==> src/rtl/pr_multi_unit_pkg.sv <==
// rca_config: shared definitions for the RCA fabric PR units.
//   pr_op_t            reduction operation select (3-bit)
//   N_IN_MIN/MAX       legal range of input channel count
//   LATENCY_MIN/MAX    legal range of result pipeline depth
package rca_config;

  typedef enum logic [2:0] {
    PR_ADD  = 3'd0,
    PR_SUB  = 3'd1,
    PR_AND  = 3'd2,
    PR_OR   = 3'd3,
    PR_XOR  = 3'd4,
    PR_MAXU = 3'd5,
    PR_MINU = 3'd6,
    PR_PASS = 3'd7
  } pr_op_t;

  localparam int N_IN_MIN    = 1;
  localparam int N_IN_MAX    = 4;
  localparam int LATENCY_MIN = 1;
  localparam int LATENCY_MAX = 4;

endpackage

==> src/rtl/pr_operand_slot.sv <==
// pr_operand_slot: one-entry operand buffer with a full flag.
//   clk, rst   clock, asynchronous active-high reset (clears full only)
//   capture    load din and mark full
//   clear      mark empty (the operand has been consumed)
//   din        operand to capture
//   full       slot holds a valid operand
//   dout       held operand
module pr_operand_slot #(
  parameter int DATA_W = 32
) (
  input  logic              clk,
  input  logic              rst,
  input  logic              capture,
  input  logic              clear,
  input  logic [DATA_W-1:0] din,
  output logic              full,
  output logic [DATA_W-1:0] dout
);

  // Capture wins over clear so a consumed slot can be refilled in the same cycle.
  always_ff @(posedge clk or posedge rst) begin
    if (rst) begin
      full <= 1'b0;
    end else if (capture) begin
      full <= 1'b1;
    end else if (clear) begin
      full <= 1'b0;
    end
  end

  always_ff @(posedge clk) begin
    if (capture) begin
      dout <= din;
    end
  end

endmodule

==> src/rtl/pr_multi_unit.sv <==
// pr_multi_unit: reconfigurable reduction unit with N_IN operand channels.
//   clk, rst         clock, asynchronous active-high reset
//   cfg_we           config write strobe (accepted only when idle and mask != 0)
//   cfg_op           operation select (rca_config::pr_op_t encoding)
//   cfg_in_mask      channels taking part in the operation
//   cfg_busy         any operand slot full or any pipeline stage valid
//   data_in          one operand per channel
//   data_valid_in    operand valid per channel
//   data_in_ack      operand captured this cycle, per channel
//   data_out         result
//   data_valid_out   result valid
//   data_out_ready   downstream accepts result
module pr_multi_unit
  import rca_config::*;
#(
  parameter int DATA_W  = 32,
  parameter int N_IN    = 2,
  parameter int LATENCY = 1
) (
  input  logic                        clk,
  input  logic                        rst,
  input  logic                        cfg_we,
  input  logic [2:0]                  cfg_op,
  input  logic [N_IN-1:0]             cfg_in_mask,
  output logic                        cfg_busy,
  input  logic [N_IN-1:0][DATA_W-1:0] data_in,
  input  logic [N_IN-1:0]             data_valid_in,
  output logic [N_IN-1:0]             data_in_ack,
  output logic [DATA_W-1:0]           data_out,
  output logic                        data_valid_out,
  input  logic                        data_out_ready
);

  pr_op_t                      op_q;
  logic [N_IN-1:0]             mask_q;
  logic [N_IN-1:0]             full;
  logic [N_IN-1:0][DATA_W-1:0] slot_data;
  logic [N_IN-1:0]             slot_clr;
  logic                        adv;
  logic                        fire;
  logic [DATA_W-1:0]           red_res;
  logic [LATENCY-1:0]          stage_vld;
  logic [DATA_W-1:0]           stage_data [LATENCY];

  // Fold the masked operands in ascending channel order; the lowest masked
  // operand seeds the accumulator, which gives SUB and PASS their meaning.
  function automatic logic [DATA_W-1:0] reduce(
    input pr_op_t                      op,
    input logic [N_IN-1:0]             m,
    input logic [N_IN-1:0][DATA_W-1:0] d
  );
    logic [DATA_W-1:0] acc;
    logic              first;
    acc   = '0;
    first = 1'b1;
    for (int i = 0; i < N_IN; i++) begin
      if (m[i]) begin
        if (first) begin
          acc   = d[i];
          first = 1'b0;
        end else begin
          case (op)
            PR_ADD:  acc = acc + d[i];
            PR_SUB:  acc = acc - d[i];
            PR_AND:  acc = acc & d[i];
            PR_OR:   acc = acc | d[i];
            PR_XOR:  acc = acc ^ d[i];
            PR_MAXU: acc = (d[i] > acc) ? d[i] : acc;
            PR_MINU: acc = (d[i] < acc) ? d[i] : acc;
            PR_PASS: acc = acc;
          endcase
        end
      end
    end
    return acc;
  endfunction

  // Config only changes between operations so in-flight work keeps its op/mask.
  always_ff @(posedge clk or posedge rst) begin
    if (rst) begin
      op_q   <= PR_ADD;
      mask_q <= '1;
    end else if (cfg_we && !cfg_busy && (cfg_in_mask != '0)) begin
      op_q   <= pr_op_t'(cfg_op);
      mask_q <= cfg_in_mask;
    end
  end

  assign adv      = !(data_valid_out && !data_out_ready);
  assign fire     = adv && (&(full | ~mask_q));
  assign slot_clr = {N_IN{fire}} & mask_q;
  // Acks are held low during reset so nothing appears captured while slots are cleared.
  assign data_in_ack = {N_IN{!rst}} & data_valid_in & mask_q & (~full | {N_IN{fire}});

  for (genvar i = 0; i < N_IN; i++) begin : g_slot
    pr_operand_slot #(
      .DATA_W(DATA_W)
    ) u_slot (
      .clk    (clk),
      .rst    (rst),
      .capture(data_in_ack[i]),
      .clear  (slot_clr[i]),
      .din    (data_in[i]),
      .full   (full[i]),
      .dout   (slot_data[i])
    );
  end

  assign red_res = reduce(op_q, mask_q, slot_data);

  // Result pipeline: every stage advances together on adv.
  for (genvar k = 0; k < LATENCY; k++) begin : g_stage
    logic              vld_p;
    logic [DATA_W-1:0] data_p;
    logic              vld_nxt;
    logic [DATA_W-1:0] data_nxt;

    if (k == 0) begin : g_head
      assign vld_nxt  = fire;
      assign data_nxt = red_res;
    end else begin : g_tail
      assign vld_nxt  = stage_vld[k-1];
      assign data_nxt = stage_data[k-1];
    end

    always_ff @(posedge clk or posedge rst) begin
      if (rst) begin
        vld_p  <= 1'b0;
        data_p <= '0;
      end else if (adv) begin
        vld_p  <= vld_nxt;
        data_p <= data_nxt;
      end
    end

    assign stage_vld[k]  = vld_p;
    assign stage_data[k] = data_p;
  end

  assign data_out       = stage_data[LATENCY-1];
  assign data_valid_out = stage_vld[LATENCY-1];
  assign cfg_busy       = (|full) | (|stage_vld);

endmodule

==> config.mk <==
export PLATFORM = sky130hd
export DESIGN_NAME = pr_multi_unit
export DESIGN_NICKNAME = d
export VERILOG_FILES = /design/src/rtl/pr_multi_unit_pkg.sv /design/src/rtl/pr_operand_slot.sv /design/src/rtl/pr_multi_unit.sv
export SDC_FILE = /design/constraint.sdc
export NUM_CORES = 1
export LEC_CHECK = 0
export ABC_CLOCK_PERIOD_IN_PS = 12700
export CAP_MARGIN = 25
export CORE_UTILIZATION = 48
export CTS_CLUSTER_DIAMETER = 150
export DETAILED_ROUTE_END_ITERATION = 10
export GPL_TIMING_DRIVEN = 0
export HOLD_SLACK_MARGIN = 0.15
export MAX_ROUTING_LAYER = met4
export PLACE_DENSITY = 0.7
export SYNTH_ARGS = -nofsm -noshare
export SYNTH_HDL_FRONTEND = slang
export SYNTH_SLANG_ARGS = --single-unit
==> constraint.sdc <==
create_clock -name clk -period 12.7 [get_ports clk]
set_input_delay 1.905 -clock clk [delete_from_list [all_inputs] [get_ports clk]]
set_output_delay 1.905 -clock clk [all_outputs]
set_load 0.1 [all_outputs]
==> impl_metrics.py <==
metrics = {
    "cells_and_area": {
        "final_cell_mix": "nand2_1, clkdlybuf4s50_1, a21oi_1, o21ai_0, nor2_1",
        "final_cells": 1646,
        "multi_input_area_um2": 6290,
        "drive_above_1_share": 0.0502,
        "regArea_um2": 2930,
        "nFillCells": 1867,
        "final_common_cell": "nand2_1",
        "area_delta_synth_final_pct": 19.3,
        "nNetsFinal": 1511,
    },
    "setup_path": {
        "reg2reg_from": "mask_q[0]$_DFFE_PP1P_",
        "cpMostUsedCell": "buf_2",
        "slowest_stage": "buf_1",
        "max_stage_delay_ns": 0.85,
        "crit_arrival_ns": 8.72,
        "crit_required_ns": 12.99,
        "crit_chain": "buf_4, buf_6, buf_4, buf_6, buf_2, buf_1, buf_2, buf_2, clkbuf_1, nand2_1, ha_1, clkbuf_1, inv_1, a21o_1, nor2_1, a22oi_1, nor3_1, o21ai_1, or4_1, a31o_2, a31oi_1",
        "crit_buf_inv": 11,
        "worstSetupPathType": "flop to flop",
        "rrSetupSlack_ns": 4.26,
        "start_kind": "flop",
        "rr_worst_depth": 21,
        "end_kind": "flop",
        "regToRegEndpoint": "data_out[26]$_DFFE_PP0N_",
        "crit_family": "buffers and inverters",
        "crit_fanout": 10,
    },
    "global_routing": {
        "grtUsageTotal": 0.448,
        "grt_pass1_vias": 10400,
        "grt_antenna_before_repair": 2,
        "busiest_layer": "met2",
        "grt_use_met3": 0.134,
        "met2_usage": 0.601,
        "grt_util_met1": 0.594,
        "grt_pass1_wl_um": 67700,
        "grt_overflow": 0,
        "grt_max_degree": 35,
    },
    "clock_network": {
        "insertion_delay_ns": 0.37,
        "cts-root-buf": "clkbuf_16",
        "post_cts_buffers": 0,
        "ctsResizeCount": 0,
        "cts_made_buffers": 9,
        "clk_pin_slew_ns": 0.08,
        "clk_path_buf_depth": 2,
        "htreeDepth": 3,
        "hold_buffers": 0,
        "cts_tree": "yes",
        "cts_num_sinks": 104,
    },
    "worst_hold_path": {
        "min_to": "data_out[19]$_DFFE_PP0N_",
        "holdPathStages": 1,
        "hold_path_class": "flop to flop",
        "hold_path_startpoint": "data_out[19]$_DFFE_PP0N_",
    },
    "place": {
        "place_inst": 1626,
        "hpwlAfterDp_um": 34200,
        "port_buffers": 110,
        "gp_congestion": 1.06,
    },
    "drt": {
        "drtAntennaViolNets": 0,
        "drtIter0Drc": 1885,
        "finalWirelength_um": 46800,
        "dr.pass1.iters": 7,
        "viasPerCell": 6.95,
        "num_vias": 11400,
        "drc": 0,
        "wl_per_cell_um": 28.5,
    },
    "floorplanning": {
        "rows": 52,
        "die_area_um2": 21200,
        "start_util": 0.489,
        "dieWidth_um": 146,
        "io_pins": 111,
        "core_um2": 20200,
        "die_h_um": 146,
    },
    "sta": {
        "fin_setup_tns_ns": 0,
        "final.period_utilization": 0.664,
        "worstMarginPinSlew_ns": 1.16,
        "post-route-min-period_ns": 8.44,
        "fmax_mhz": 119,
        "finClkSkew_ns": 0.0165,
        "finalSetupViolations": 0,
        "drv_slew": 0,
        "rsz0062_at_grt": "false",
        "slew_headroom": 0.229,
        "hold_violations": 0,
    },
    "logic_synthesis": {
        "synth-seq-cells": 104,
        "yosys_warnings": 0,
        "syn_area_per_cell_um2": 7.97,
        "synth_ff_type": "edfxtp_1",
        "synth_top_cell_area_share": 0.194,
        "synth_cell_types": 81,
        "synth_area_um2": 9900,
        "synth_enable_flop_cells": 64,
        "synth_area_leader_cell": "edfxtp_1",
        "yosysSeqAreaShare": 0.295,
        "synth_area_leaders": "edfxtp_1, dfrtp_1, ha_1, a21oi_1, nand2_1",
        "syn-instance-count": 1242,
        "async_flop_share": 0.385,
        "syn_nets": 1384,
    },
    "run_status": {
        "status": "complete, no violations",
    },
    "run": {
        "maxCapViolations": 0,
    },
    "power": {
        "ir_drop_mv": 0.155,
        "p_per_area_nw_per_um2": 278,
        "p_leak_nw": 4.56,
    },
}
[worst reg2reg max path, delay by kind of cell, from the launching register on]
kind / cells / cell delay (ns)
DFF: 1 / 0.69
buffers and inverters: 11 / 4.40
adders and majority gates: 1 / 0.34
AOI/OAI and AO/OA: 5 / 1.25
and+or+nand+nor: 4 / 1.68
[per-stage QoR]
stage | total power (W) | util | setup slack (ns) | instance area [um2] | hold slack (ns)
4_1_cts | 0.00317 | 0.582 | 4.62 | 11800 | 0.500
3_5_place_dp | 0.00281 | 0.565 | 4.83 | 11400 | 0.482
3_3_place_gp | 0.00280 | 0.561 | 3.82 | 11300 | 0.474
6_report | 0.00329 | 0.584 | 4.26 | 11800 | 0.498
2_1_floorplan | 0.00204 | - | 6.53 | 9900 | 0.489
5_1_grt | 0.00337 | 0.584 | 4.39 | 11800 | 0.518
[where the power goes]
group          leakage [nW]  switching (W)  internal (W)  total (W)
registers              1.07      0.0000780      0.000453   0.000531
logic                  3.32        0.00174      0.000664    0.00240
clock network         0.171       0.000143      0.000214   0.000356
total                  4.56        0.00196       0.00133    0.00329
[how the worst max path moves through the flow]
stage / from / endpoint / slack (ns) / cells after the start
6_report: mask_q[0]$_DFFE_PP1P_ / data_out[26]$_DFFE_PP0N_ / 4.26 / 21
5_1_grt: mask_q[0]$_DFFE_PP1P_ / data_out[23]$_DFFE_PP0N_ / 4.39 / 22
4_1_cts: mask_q[0]$_DFFE_PP1P_ / data_in_ack[0] / 4.62 / 11
3_5_place_dp: mask_q[0]$_DFFE_PP1P_ / data_out[26]$_DFFE_PP0N_ / 4.83 / 21
3_3_place_gp: rst / data_in_ack[0] / 3.82 / 5
2_1_floorplan: rst / data_in_ack[0] / 6.53 / 3
[cell usage after synthesis, types with 7 or more instances]
library cell	count
nand2_1	130
a21oi_1	106
o21ai_0	97
nor2_1	84
inv_1	81
clkbuf_1	67
ha_1	67
edfxtp_1	64
dfrtp_1	38
xnor2_1	36
nand3_1	35
nor3_1	32
a31oi_1	26
a22oi_1	24
o22ai_1	23
nand4_1	21
a211oi_1	17
a221oi_1	17
nand2b_1	17
a21o_1	15
nor2b_1	15
a221o_1	12
o211ai_1	12
o31ai_1	12
o221ai_1	11
a32oi_1	10
and2_1	10
a31o_2	8
buf_2	8
o21bai_1	8
xor2_1	8
a22o_1	7
[cell type report]
cell class / count / share of cell area
diodes: 2 / 0.000424
plain buffers: 87 / 0.0326
clock buffers: 12 / 0.0200
clock inverters: 4 / 0.0102
inverters: 82 / 0.0261
multi-input cells: 969 / 0.532
flip-flops and latches: 104 / 0.248
well taps: 270 / 0.0286
repair buffers: 116 / 0.102
[registers in the layout, indices dropped and copies added (netlist names)]
signal,count
g_slot.u_slot.full,2
data_out,32
g_slot.u_slot.dout,64
mask_q,2
op_q,3
data_valid_out,1
[logic make-up after synthesis]
kind of cell	count (synthesis)	share of synthesized area
AND/OR/NAND/NOR	384	0.184
XOR/XNOR	44	0.0389
multiplexers	2	0.00202
adder cells (fa/ha/maj)	67	0.0846
flip-flops	104	0.295
AO/OA/AOI/OAI	472	0.325
buffers and inverters	169	0.0700
[routing by layer]
layer	routed length [um]	share of wire
met1	18400	0.39
met3	6840	0.15
met2	18700	0.40
met5	0	0
met4	2870	0.061
Note: power is estimated with default switching activity, not from simulation.
